===== src/rtl/alu_pkg.sv =====
// Shared ALU definitions: datapath width and the multiplier state encoding.
package alu_pkg;

    localparam int ALU_WIDTH = 32;

    typedef enum logic [1:0] {
        IDLE = 2'd0,
        RUN  = 2'd1,
        DONE = 2'd2
    } mul_state_t;

endpackage


===== src/rtl/booth_step.sv =====
// One radix-2 Booth step: conditional add/sub of M, then arithmetic right shift.
module booth_step #(
    parameter int WIDTH = 32
) (
    input  logic [WIDTH:0]   i_a,
    input  logic [WIDTH-1:0] i_q,
    input  logic             i_q1,
    input  logic [WIDTH-1:0] i_m,
    output logic [WIDTH:0]   o_a,
    output logic [WIDTH-1:0] o_q,
    output logic             o_q1
);

    logic [WIDTH:0] w_ext;
    logic [WIDTH:0] w_sum;

    assign w_ext = {i_m[WIDTH-1], i_m};

    always_comb begin
        w_sum = i_a;
        case ({i_q[0], i_q1})
            2'b01:   w_sum = i_a + w_ext;
            2'b10:   w_sum = i_a - w_ext;
            default: w_sum = i_a;
        endcase
    end

    // Shift {A, Q, q_1} right by one, replicating the accumulator sign bit.
    assign o_a  = {w_sum[WIDTH], w_sum[WIDTH:1]};
    assign o_q  = {w_sum[0], i_q[WIDTH-1:1]};
    assign o_q1 = i_q[0];

endmodule


===== src/rtl/booth_mul_z.sv =====
// Sequential signed Booth multiplier writing a 2*WIDTH product into the Z register.
import alu_pkg::*;

module booth_mul_z #(
    parameter int WIDTH = ALU_WIDTH,
    parameter int CNT_W = 5
) (
    input  logic             clk,
    input  logic             clr_n,
    input  logic             start,
    input  logic [WIDTH-1:0] a,
    input  logic [WIDTH-1:0] b,
    output logic             busy,
    output logic             done,
    output logic [WIDTH-1:0] z_hi,
    output logic [WIDTH-1:0] z_lo
);

    mul_state_t       r_state;
    logic [WIDTH:0]   r_a;
    logic [WIDTH-1:0] r_q;
    logic             r_q1;
    logic [WIDTH-1:0] r_m;
    logic [CNT_W-1:0] r_cnt;
    logic             r_busy;
    logic             r_done;
    logic [WIDTH-1:0] r_hi;
    logic [WIDTH-1:0] r_lo;

    logic [WIDTH:0]   w_a_nx;
    logic [WIDTH-1:0] w_q_nx;
    logic             w_q1_nx;
    logic             w_last;

    booth_step #(
        .WIDTH(WIDTH)
    ) u_step (
        .i_a  (r_a),
        .i_q  (r_q),
        .i_q1 (r_q1),
        .i_m  (r_m),
        .o_a  (w_a_nx),
        .o_q  (w_q_nx),
        .o_q1 (w_q1_nx)
    );

    assign w_last = (r_cnt == CNT_W'(WIDTH - 1));

    always_ff @(posedge clk or negedge clr_n) begin
        if (!clr_n) begin
            r_state <= IDLE;
            r_a     <= '0;
            r_q     <= '0;
            r_q1    <= 1'b0;
            r_m     <= '0;
            r_cnt   <= '0;
            r_busy  <= 1'b0;
            r_done  <= 1'b0;
            r_hi    <= '0;
            r_lo    <= '0;
        end else begin
            case (r_state)
                IDLE: begin
                    r_done <= 1'b0;
                    if (start) begin
                        r_m     <= a;
                        r_a     <= '0;
                        r_q     <= b;
                        r_q1    <= 1'b0;
                        r_cnt   <= '0;
                        r_busy  <= 1'b1;
                        r_state <= RUN;
                    end
                end
                RUN: begin
                    r_a   <= w_a_nx;
                    r_q   <= w_q_nx;
                    r_q1  <= w_q1_nx;
                    r_cnt <= r_cnt + 1'b1;
                    // Z is loaded from the last step's output in the same edge.
                    if (w_last) begin
                        r_hi    <= w_a_nx[WIDTH-1:0];
                        r_lo    <= w_q_nx;
                        r_done  <= 1'b1;
                        r_state <= DONE;
                    end
                end
                DONE: begin
                    r_done  <= 1'b0;
                    r_busy  <= 1'b0;
                    r_state <= IDLE;
                end
                default: begin
                    r_done  <= 1'b0;
                    r_busy  <= 1'b0;
                    r_state <= IDLE;
                end
            endcase
        end
    end

    assign busy = r_busy;
    assign done = r_done;
    assign z_hi = r_hi;
    assign z_lo = r_lo;

endmodule


===== config.mk =====
export PLATFORM = sky130hd
export DESIGN_NAME = booth_mul_z
export DESIGN_NICKNAME = d
export VERILOG_FILES = /design/src/rtl/alu_pkg.sv /design/src/rtl/booth_step.sv /design/src/rtl/booth_mul_z.sv
export SDC_FILE = /design/constraint.sdc
export NUM_CORES = 1
export LEC_CHECK = 0
export CAP_MARGIN = 40
export CELL_PAD_IN_SITES_DETAIL_PLACEMENT = 0
export CELL_PAD_IN_SITES_GLOBAL_PLACEMENT = 1
export CORE_UTILIZATION = 37
export DETAILED_ROUTE_END_ITERATION = 16
export MAX_ROUTING_LAYER = met4
export PLACE_DENSITY_LB_ADDON = 0.15
export SYNTH_ARGS = -nofsm -noshare
export SYNTH_HDL_FRONTEND = slang
export SYNTH_SLANG_ARGS = --single-unit

===== constraint.sdc =====
create_clock -name clk -period 4 [get_ports clk]
set_clock_uncertainty 0.05 [all_clocks]
set_input_delay 1.2 -clock clk [delete_from_list [all_inputs] [get_ports clk]]
set_output_delay 1.2 -clock clk [all_outputs]
set_load 0.02 [all_outputs]

# ---- Yosys cells after proc, flatten, opt, wreduce, memory -nomap -nowiden
# Cells that the tools add are included.
dict set report totals {
  ff_bits 171
  in_bits 67
  output_inout_bits 66
  wordCells 43
}
dict set report classes {
  n_addsub 3
  eq_ne 6
  muxes 16
  bitwise_logic 1
  reduce_logical 7
}
# cell count
set op_table {}
lappend op_table {{33-bit one-hot mux with 2 select lines} 2}
lappend op_table {{32-bit one-hot mux with 2 select lines} 1}
lappend op_table {{33-bit adder} 1}
lappend op_table {{33-bit two-way mux} 1}
lappend op_table {{33-bit subtractor} 1}
lappend op_table {{32-bit two-way mux} 1}
lappend op_table {{5-bit one-hot mux with 2 select lines} 1}
lappend op_table {{2-bit AND reduction} 5}
lappend op_table {{5-bit by 1-bit adder with 5-bit output (second input constant)} 1}
lappend op_table {{5-bit == test (second input constant)} 1}
lappend op_table {{5-bit two-way mux} 1}
lappend op_table {{2-bit by 1-bit == test with 1-bit output (second input constant)} 2}
lappend op_table {{1-bit two-way mux} 4}
lappend op_table {{2-bit two-way mux} 2}
lappend op_table {{2-bit != test (second input constant)} 2}
lappend op_table {{1-bit one-hot mux with 2 select lines} 2}
lappend op_table {{2-bit one-hot mux with 2 select lines} 1}
lappend op_table {{2-bit == test (second input constant)} 1}
lappend op_table {{2-bit logical NOT} 1}
lappend op_table {{2-bit nonzero test} 1}
lappend op_table {{1-bit inverter} 1}

# ---- Longest topological paths before layout
# Gate-level depths: netlist (run 1).
dict set report logic_depth {
  ltp_word 3
  mapped_depth 19
  depth_no_buf 18
}

# ---- Modules after synthesis
# From an unflattened synthesis (run 1), not the netlist that was laid out.
dict set report hier_totals {
  hier_cells 952
  hier_area_um2 10099.7
}
# module n_inst cells_each area_per_inst_um2 seq_area_each_um2
set by_module_without_submodules {}
lappend by_module_without_submodules {booth_mul_z 1 492 7105.6 4279.1}
lappend by_module_without_submodules {booth_step 1 460 2994.1 0.0}

# ---- Worst setup path before layout (run 1)
# Ideal clock, no wire load.
dict set report synth_timing {
  path_type {register to register}
  startpoint {register r_m[4]}
  endpoint {register r_hi[31] (netlist: z_hi[31])}
  setup_ps 129
  t_arrival_ps 3863
  required_ps 3821
  setup_slack_ps -42
  stages_incl_launch_ff 19
  n_path_buf 0
  period_less_slack_ps 4042
  cell_sequence {dfrtp_1 -> or3_4 -> nor4_2 -> nand2_1 -> nor4_2 -> nand2_1 -> nor3_1 -> a21oi_1 -> xnor2_1 -> ha_1 -> a21o_1 -> a211oi_1 -> o21ai_0 -> o211a_1 -> o31a_1 -> o21a_1 -> nor3_2 -> xnor2_1 -> o21ai_1}
}
dict set report synth_between {
  elab_chain_len 2
  word_cells_on_any_way 3
  classes_between {add/sub: 2; mux: 1}
}
# element line_no
set synth_rtl {}
lappend synth_rtl {{from (decl)} booth_mul_z.sv:23} ;# logic [WIDTH-1:0] r_m;
lappend synth_rtl {{from (signal assigned)} booth_mul_z.sv:55} ;# r_m <= '0;
lappend synth_rtl {{from (signal assigned)} booth_mul_z.sv:66} ;# r_m <= a;
lappend synth_rtl {{33-bit subtractor / 33-bit adder (equally long branches)} {booth_step.sv:23, booth_step.sv:22}}
lappend synth_rtl {{33-bit one-hot mux with 2 select lines (*)} booth_step.sv:21} ;# case ({i_q[0], i_q1})
lappend synth_rtl {{to (signal assigned)} booth_mul_z.sv:82} ;# r_hi <= w_a_nx[WIDTH-1:0];
lappend synth_rtl {{to (decl)} booth_mul_z.sv:27} ;# logic [WIDTH-1:0] r_hi;
# Every way passes the cells marked *; elsewhere a longest branch is shown, timed or not.
# A chain may end at the register's enable or synchronous reset.

# ---- Worst setup path in the final report (run 1)
dict set report layout_timing {
  startpoint {register r_m[3]}
  endpoint {register r_hi[30] (netlist: z_hi[30])}
}
# The elaborated chain is that of the path after synthesis.

==> flow_summary_export.csv, run 1 <==
group,metric,value,unit
detailed_routing,routed_wire_length_per_instance,16.30,um
cts,htree_num_levels,4,
setup_path,critPathCaptureType,"register",
floorplanning,start_util,37.79,%
yosys,synthTopCellsByArea,"sky130_fd_sc_hd__dfrtp_1, sky130_fd_sc_hd__nand2_1, sky130_fd_sc_hd__ha_1",
setup_path,setup.worst_path.class,"reg2reg",
cells_and_area,drive_gt1_share,14.27,%
global_routing,grt_usage,21.87,%
sta,timing.final.ws_setup,0.003245,ns
global_routing,grt_antenna_before_repair,3,
outcome,outcome,"finished clean",
detailed_routing,routed_via_density,5.099,
setup_path,cell_breakdown_of_the_critical_path,"or3_4 > buf_6 > and4bb_2 > buf_6 > a21oi_1 > xnor2_1 > ha_1 > a21oi_2 > nor2b_1 > a221o_1 > a221o_1 > o31a_1 > a31oi_2 > xnor2_1 > mux2i_1 > o21ai_1",
detailed_routing,drt_iter0_drc,428,
placed_design,place.gp.congestion,0.9463,
yosys,synth_top_area_share,46.15,%
yosys,synth_enable_flop_cells,0,
sta,min_period,3.997,ns
global_routing,grt_pass1_wl,42.95,mm
yosys,syn_nets,1184,
cts,clock_tree_from_tritoncts,"yes",
setup_path,path_max_fanout,4,
setup_path,slowest_delay,0.41,ns
yosys,synth-async-reset-ratio,100.0,%
global_routing,globalRouteOverflowTotal,0,
yosys,count_of_synthesis_stage_warnings_from_yosys,0,
setup_path,cp-start-kind,"register",
cts,clk_pin_slew_worst_paths,0.08,ns
setup_path,timing.critical_path.slowest_stage_cell,"sky130_fd_sc_hd__or3_4",
sta,worst_slew_margin_rel,49.23,%
sta,worst-slew-pin-transition,0.7615,ns
sta,final_min_period_over_clock_period,99.92,%
cts,clk_latency,0.44,ns
floorplanning,die_height,159.8,um
cts,holdBufCountCts,0,
yosys,post-synth-top-area-cell,"sky130_fd_sc_hd__dfrtp_1",
floorplanning,core_area,24390,um2
placed_design,dp.final_hpwl,18.48,mm
cells_and_area,final_cells,1609,
run,maxCapViolations,0,
detailed_routing,met2_length,12.04,mm
detailed_routing,highest_layer,"met4",
cells_and_area,fillerInstances,2406,
floorplanning,rows,57,
cts,numClockSinks,170,
global_routing,first_global_vias,8094,
setup_path,required,4.26,ns
worst_hold_path,min_path_type,"reg2reg",
detailed_routing,detailroute.via_count,8205,
cts,clk_path_buf_depth,2,
cells_and_area,fin_nets,1373,
detailed_routing,drcViolationCount,0,
floorplanning,fp.dieArea,25550,um2
detailed_routing,wirelength_met1,12.55,mm
sta,rsz0062_at_grt,"true",
setup_path,cp_num_buf_inv,2,
yosys,yosys.cell_count.top_type,"sky130_fd_sc_hd__nand2_1",
placed_design,port_buffers,132,
placed_design,dp_worst_setup_slack,-0.06099,ns
yosys,post_synth_most_frequent_cells,"sky130_fd_sc_hd__nand2_1, sky130_fd_sc_hd__dfrtp_1, sky130_fd_sc_hd__o21ai_0, sky130_fd_sc_hd__nor2_1, sky130_fd_sc_hd__a21oi_1",
detailed_routing,met3WireLength,1.310,mm
sta,fmax,0.2502,GHz
yosys,dominantRegCellSynth,"sky130_fd_sc_hd__dfrtp_1",
yosys,mappedNetlistArea,9218,um2
cells_and_area,area_growth,33.49,%
yosys,netlist-cell-type-count,52,
global_routing,grt_max_degree,78,
cts,ctsRootBufferMaster,"sky130_fd_sc_hd__clkbuf_16",
setup_path,cell_type_group_with_the_largest_total_delay_on_the_critical_path,"compound AO/OA/AOI/OAI gates",
sta,timing.final.max_slew_violations,0,
detailed_routing,postRouteWirelength,26.23,mm
floorplanning,fp.dieW,159.8,um
yosys,syn_avg_cell_area,8.535,um2
yosys,number_of_cells_produced_by_synthesis,1080,
setup_path,worst-endpoint-arrival,4.26,ns
floorplanning,ios,133,
detailed_routing,antenna_violating_nets_post_route,0,
detailed_routing,iteration_count_of_the_initial_detailed_routing_pass,5,
placed_design,post-place-cells,1563,
cts,cts-buffers-inserted,17,
sta,hold_violations,0,
yosys,synth.ff_latch_count,170,
sta,setup_viol_count_final,0,
yosys,synth.yosys.seq_area_share,46.15,%
layer usage:
| layer | vias to the layer above | GRT usage, % |
|---|---|---|
| met2 | 162 | 33.05 |
| li1 | 4081 | - |
| met4 | 0 | 5.411 |
| met5 | - | - |
| met1 | 3937 | 29.53 |
| met3 | 25 | 5.169 |
metrics by stage:
stage | hold slack, ns | util, % | instance area [um2] | TNS (ns)
floorplan | 0.3994 | - | 9223 | 0
global placement | 0.4064 | 46.74 | 11400 | -0.03696
detailed placement | 0.4109 | 46.80 | 11420 | -0.1925
CTS | 0.4306 | 49.62 | 12100 | -0.1078
global route | 0.4500 | 50.45 | 12300 | -1.520
finish | 0.4279 | 50.45 | 12300 | 0
kinds of logic after synthesis:
| group | count (synthesis) | synth area share, % |
|---|---|---|
| xor gates and xnor gates | 59 | 5.606 |
| DFF | 170 | 46.15 |
| adders and majority gates | 37 | 5.104 |
| muxes | 18 | 1.995 |
| buffers and inverters | 75 | 3.068 |
| and+or+nand+nor | 478 | 22.32 |
| AOI/OAI and AO/OA | 243 | 15.76 |
worst paths after layout:
check | from | end | slack (ns) | cells after the start
worst max-delay path | r_m[3] | z_hi[30] | 0.003 | 16
worst min-delay path | z_hi[17] | z_hi[17] | 0.43 | 2
worst min register to register | z_hi[17] | z_hi[17] | 0.43 | 2
min in group asynchronous | clr_n | z_hi[8] | 0.76 | 1
max in group asynchronous | clr_n | r_cnt[4] | 2.32 | 2
worst max register to register | r_m[3] | z_hi[30] | 0.003 | 16
what timing repair did:
action                     4_1_cts  5_1_grt
pin swaps                       26       24
resized for setup               15       43
setup endpoints to repair        8       31
setup buffers                    5        6
registers in the layout, summed over array words and instances, names as in the netlist:
signal	flops
z_hi	32
r_state	2
z_lo	32
r_q1	1
busy	1
done	1
r_a	32
r_cnt	5
r_q	32
r_m	32
worst reg2reg max path: cells and delay by family (launching register included):
family                     cells  cell delay (ns)
AOI/OAI and AO/OA              7             1.62
xor gates and xnor gates       2             0.29
adders and majority gates      1             0.28
buffers and inverters          2             0.25
DFF                            1             0.38
muxes                          1             0.17
and+or+nand+nor                3             0.83
layout make-up:
| class | instances | area, um2 | area share, % |
|---|---|---|---|
| Multi-Input combinational cell | 835 | 4885 | 39.70 |
| Clock buffer | 18 | 439.2 | 3.569 |
| Sequential cell | 170 | 4254 | 34.57 |
| Inverter | 17 | 63.81 | 0.5186 |
| Clock inverter | 14 | 167.7 | 1.363 |
| Antenna cell | 3 | 7.507 | 0.06101 |
| Timing Repair Buffer | 228 | 2082 | 16.92 |
| Tap cell | 324 | 405.4 | 3.295 |
layout by cell type, fill, tap and decap left out, types with 15 or more instances in the layout:
master,instances
sky130_fd_sc_hd__a21oi_1,50
sky130_fd_sc_hd__dfrtp_1,170
sky130_fd_sc_hd__a22oi_1,31
sky130_fd_sc_hd__nand2_1,298
sky130_fd_sc_hd__buf_4,89
sky130_fd_sc_hd__inv_1,17
sky130_fd_sc_hd__ha_1,33
sky130_fd_sc_hd__o21ai_1,15
sky130_fd_sc_hd__mux2i_1,15
sky130_fd_sc_hd__clkbuf_16,17
sky130_fd_sc_hd__nor2_1,62
sky130_fd_sc_hd__xnor2_1,46
sky130_fd_sc_hd__nand3_1,38
sky130_fd_sc_hd__o21ai_0,74
sky130_fd_sc_hd__clkdlybuf4s50_1,131
sky130_fd_sc_hd__a21o_1,16
Power of run 1 is left out: the tool's default activity adds up to more than one toggle a clock period on the data nets, which glitch-free logic cannot reach.
==> run 2, diff against run 1 <==
--- a/config.mk
+++ b/config.mk
@@ -5,11 +5,12 @@
 export SDC_FILE = /design/constraint.sdc
 export NUM_CORES = 1
 export LEC_CHECK = 0
-export CAP_MARGIN = 40
+export CAP_MARGIN = 30
 export CELL_PAD_IN_SITES_DETAIL_PLACEMENT = 0
 export CELL_PAD_IN_SITES_GLOBAL_PLACEMENT = 1
 export CORE_UTILIZATION = 37
 export DETAILED_ROUTE_END_ITERATION = 16
+export GPL_TIMING_DRIVEN = 0
 export MAX_ROUTING_LAYER = met4
 export PLACE_DENSITY_LB_ADDON = 0.15
 export SYNTH_ARGS = -nofsm -noshare
==> constraint.sdc (replaced) <==
create_clock -name clk -period 3.4 [get_ports clk]
set_clock_uncertainty 0.05 [all_clocks]
set_input_delay 1.02 -clock clk [delete_from_list [all_inputs] [get_ports clk]]
set_output_delay 1.02 -clock clk [all_outputs]
set_load 0.02 [all_outputs]
==> run 2 against run 1 <==
The run now ends with setup timing left. Maximum frequency down 4.6%. Sequential share of layout area down 0.98 points. Register-to-register slack got worse by 0.79 ns. Setup slack worse by 0.79 ns. Flip-flop and latch count is the same. Routed wire length up 7.6%. Hold slack got worse by 0.0031 ns. Final area up 2.9%. Critical path depth rose by 3. Critical endpoint is now z_hi[31]. Global-route usage up 1.4 points.
==> flow_summary_export.csv, run 2 (synthesized netlist as in run 1, its figures left out) <==
group,metric,value,unit
setup_path,cell_breakdown_of_the_critical_path,"or3_4 > nor4_4 > nand2_2 > nor4_4 > buf_4 > and2_4 > a21oi_4 > xnor2_2 > ha_2 > buf_6 > nand4_1 > nor3_2 > nand2_2 > a211oi_4 > o31a_1 > o21a_1 > nor3_4 > xnor2_2 > o21ai_1",
sta,timing.final.ws_setup,-0.7891,ns
setup_path,required,3.66,ns
cells_and_area,fin_area,12660,um2
sta,worst-slew-pin-transition,0.8268,ns
setup_path,reg2reg_from,"r_m[2]",
setup_path,setup.worst_path.class,"reg2reg",
floorplanning,rows,57,
worst_hold_path,min_path_type,"reg2reg",
placed_design,place.gp.congestion,0.9004,
cells_and_area,layout.cells.most_common,"sky130_fd_sc_hd__nand2_1",
detailed_routing,drcViolationCount,0,
detailed_routing,drt_iter0_drc,536,
worst_hold_path,worst_hold_startpoint,"z_lo[2]",
placed_design,port_buffers,132,
detailed_routing,routed_via_density,5.167,
detailed_routing,iteration_count_of_the_initial_detailed_routing_pass,5,
sta,rsz0062_at_grt,"true",
setup_path,critPathCaptureType,"register",
cells_and_area,fillerInstances,2322,
setup_path,worst-endpoint-arrival,4.45,ns
run,maxCapViolations,0,
setup_path,timing.critical_path.slowest_stage_cell,"sky130_fd_sc_hd__or3_4",
detailed_routing,detailroute.via_count,8339,
floorplanning,die_height,159.8,um
cells_and_area,area_growth,37.40,%
cts,htree_num_levels,4,
cells_and_area,number_of_diodes_added_for_antenna_fixing,0,
setup_path,path_max_fanout,4,
outcome,outcome,"complete, but fails checks",
global_routing,grt_max_degree,116,
placed_design,dp.final_hpwl,19.82,mm
global_routing,grt_usage,23.26,%
global_routing,globalRouteOverflowTotal,0,
floorplanning,start_util,37.79,%
setup_path,cp-start-kind,"register",
sta,fin_tns_setup,-19.98,ns
sta,timing.hold.ws,0.4248,ns
global_routing,first_global_vias,8330,
cts,ctsRootBufferMaster,"sky130_fd_sc_hd__clkbuf_16",
worst_hold_path,min_path_cells,2,
sta,final_min_period_over_clock_period,123.2,%
setup_path,cp-startpoint,"r_m[2]",
placed_design,detailed_place.area,11040,um2
cts,clk_latency,0.44,ns
floorplanning,ios,133,
cts,clock_tree_from_tritoncts,"yes",
cts,numClockSinks,170,
worst_hold_path,holdPathEnd,"z_lo[2]",
cts,cts-buffers-inserted,17,
sta,hold_violations,0,
cts,clk_path_buf_depth,2,
cts,holdBufCountCts,0,
cts,clk_pin_slew_worst_paths,0.07,ns
global_routing,grt_pass1_wl,45.06,mm
floorplanning,fp.dieArea,25550,um2
sta,min_period,4.189,ns
setup_path,slowest_delay,0.42,ns
cells_and_area,fin_nets,1381,
floorplanning,core_area,24390,um2
sta,fmax,0.2387,GHz
sta,setup_viol_count_final,44,
detailed_routing,antenna_violating_nets_post_route,0,
setup_path,timing.reg2reg.setup_slack,-0.79,ns
sta,worst_slew_margin_rel,44.88,%
sta,timing.final.max_slew_violations,0,
floorplanning,fp.dieW,159.8,um
global_routing,grt_antenna_before_repair,0,
setup_path,reg2regPathDepth,19,
cells_and_area,layout_common_cells,"sky130_fd_sc_hd__nand2_1, sky130_fd_sc_hd__dfrtp_1, sky130_fd_sc_hd__clkdlybuf4s50_1",
detailed_routing,postRouteWirelength,28.23,mm
cells_and_area,drive_gt1_share,15.27,%
detailed_routing,routed_wire_length_per_instance,17.49,um
outcome,violations,"setup timing",
setup_path,r2r_end,"z_hi[31]",
run 2: cell types whose count changed in the layout (fill, tap and decap cells not counted), moves of 5 or more:
| cell | change |
|---|---|
| sky130_fd_sc_hd__xnor2_2 | +14 |
| sky130_fd_sc_hd__ha_4 | +8 |
| sky130_fd_sc_hd__buf_1 | +5 |
| sky130_fd_sc_hd__clkbuf_1 | +44 |
| sky130_fd_sc_hd__a21oi_2 | +9 |
| sky130_fd_sc_hd__xnor2_1 | -16 |
| sky130_fd_sc_hd__buf_4 | -49 |
| sky130_fd_sc_hd__o21ai_1 | +14 |
| sky130_fd_sc_hd__o21ai_0 | -14 |
| sky130_fd_sc_hd__ha_1 | -12 |
| sky130_fd_sc_hd__a21oi_1 | -13 |
run 2: critical path, delay by kind of cell, from the launching register on:
family / cells / cell delay, ns
and+or+nand+nor: 9 / 1.78
adders and majority gates: 1 / 0.34
AOI/OAI and AO/OA: 5 / 0.78
DFF: 1 / 0.38
buffers and inverters: 2 / 0.32
xor gates and xnor gates: 2 / 0.40
run 2: what timing repair did:
action,CTS,global route
buffers inserted,36,14
resized for setup,77,75
pin swaps,58,52
endpoints found under the setup margin,50,48
run 2: metrics by stage:
stage | std cells | utilization, % | setup WS [ns]
after CTS | 1602 | 50.09 | -0.9344
after detailed placement | 1537 | 45.28 | -1.293
after global routing | 1614 | 51.92 | -1.008
after global placement | 1536 | 45.14 | -6.215
after floorplan | 1080 | - | -0.4017
final | 1614 | 51.92 | -0.7891
run 2: layout make-up:
type	count	area (um2)	area share [%]
clock inverters	15	175.2	1.383
well taps	324	405.4	3.201
inverters	17	63.81	0.5039
plain buffers	54	220.2	1.739
clock buffers	17	425.4	3.359
flip-flops and latches	170	4254	33.59
multi-input cells	835	5365	42.36
repair buffers	182	1755	13.86
run 2: worst max-delay path by stage:
stage | end | slack [ns] | depth (start not counted)
2_1_floorplan | z_hi[31] | -0.40 | 18
3_3_place_gp | z_lo[8] | -6.22 | 1
3_5_place_dp | z_hi[31] | -1.29 | 19
4_1_cts | z_hi[31] | -0.93 | 19
5_1_grt | z_hi[31] | -1.01 | 18
6_report | z_hi[31] | -0.79 | 19
run 2: layer usage:
layer  up-vias  part of all wire [%]  routed length, um  global-route usage (%)
met2       177                    47              13140                   36.52
li1       4092                     -                  -                       -
met1      4043                    48              13590                   31.48
met4         0                   1.3                372                   5.065
met3        27                   4.0               1126                   4.000
met5         -                     0                  0                       -
Power of run 2 is left out for the same reason.
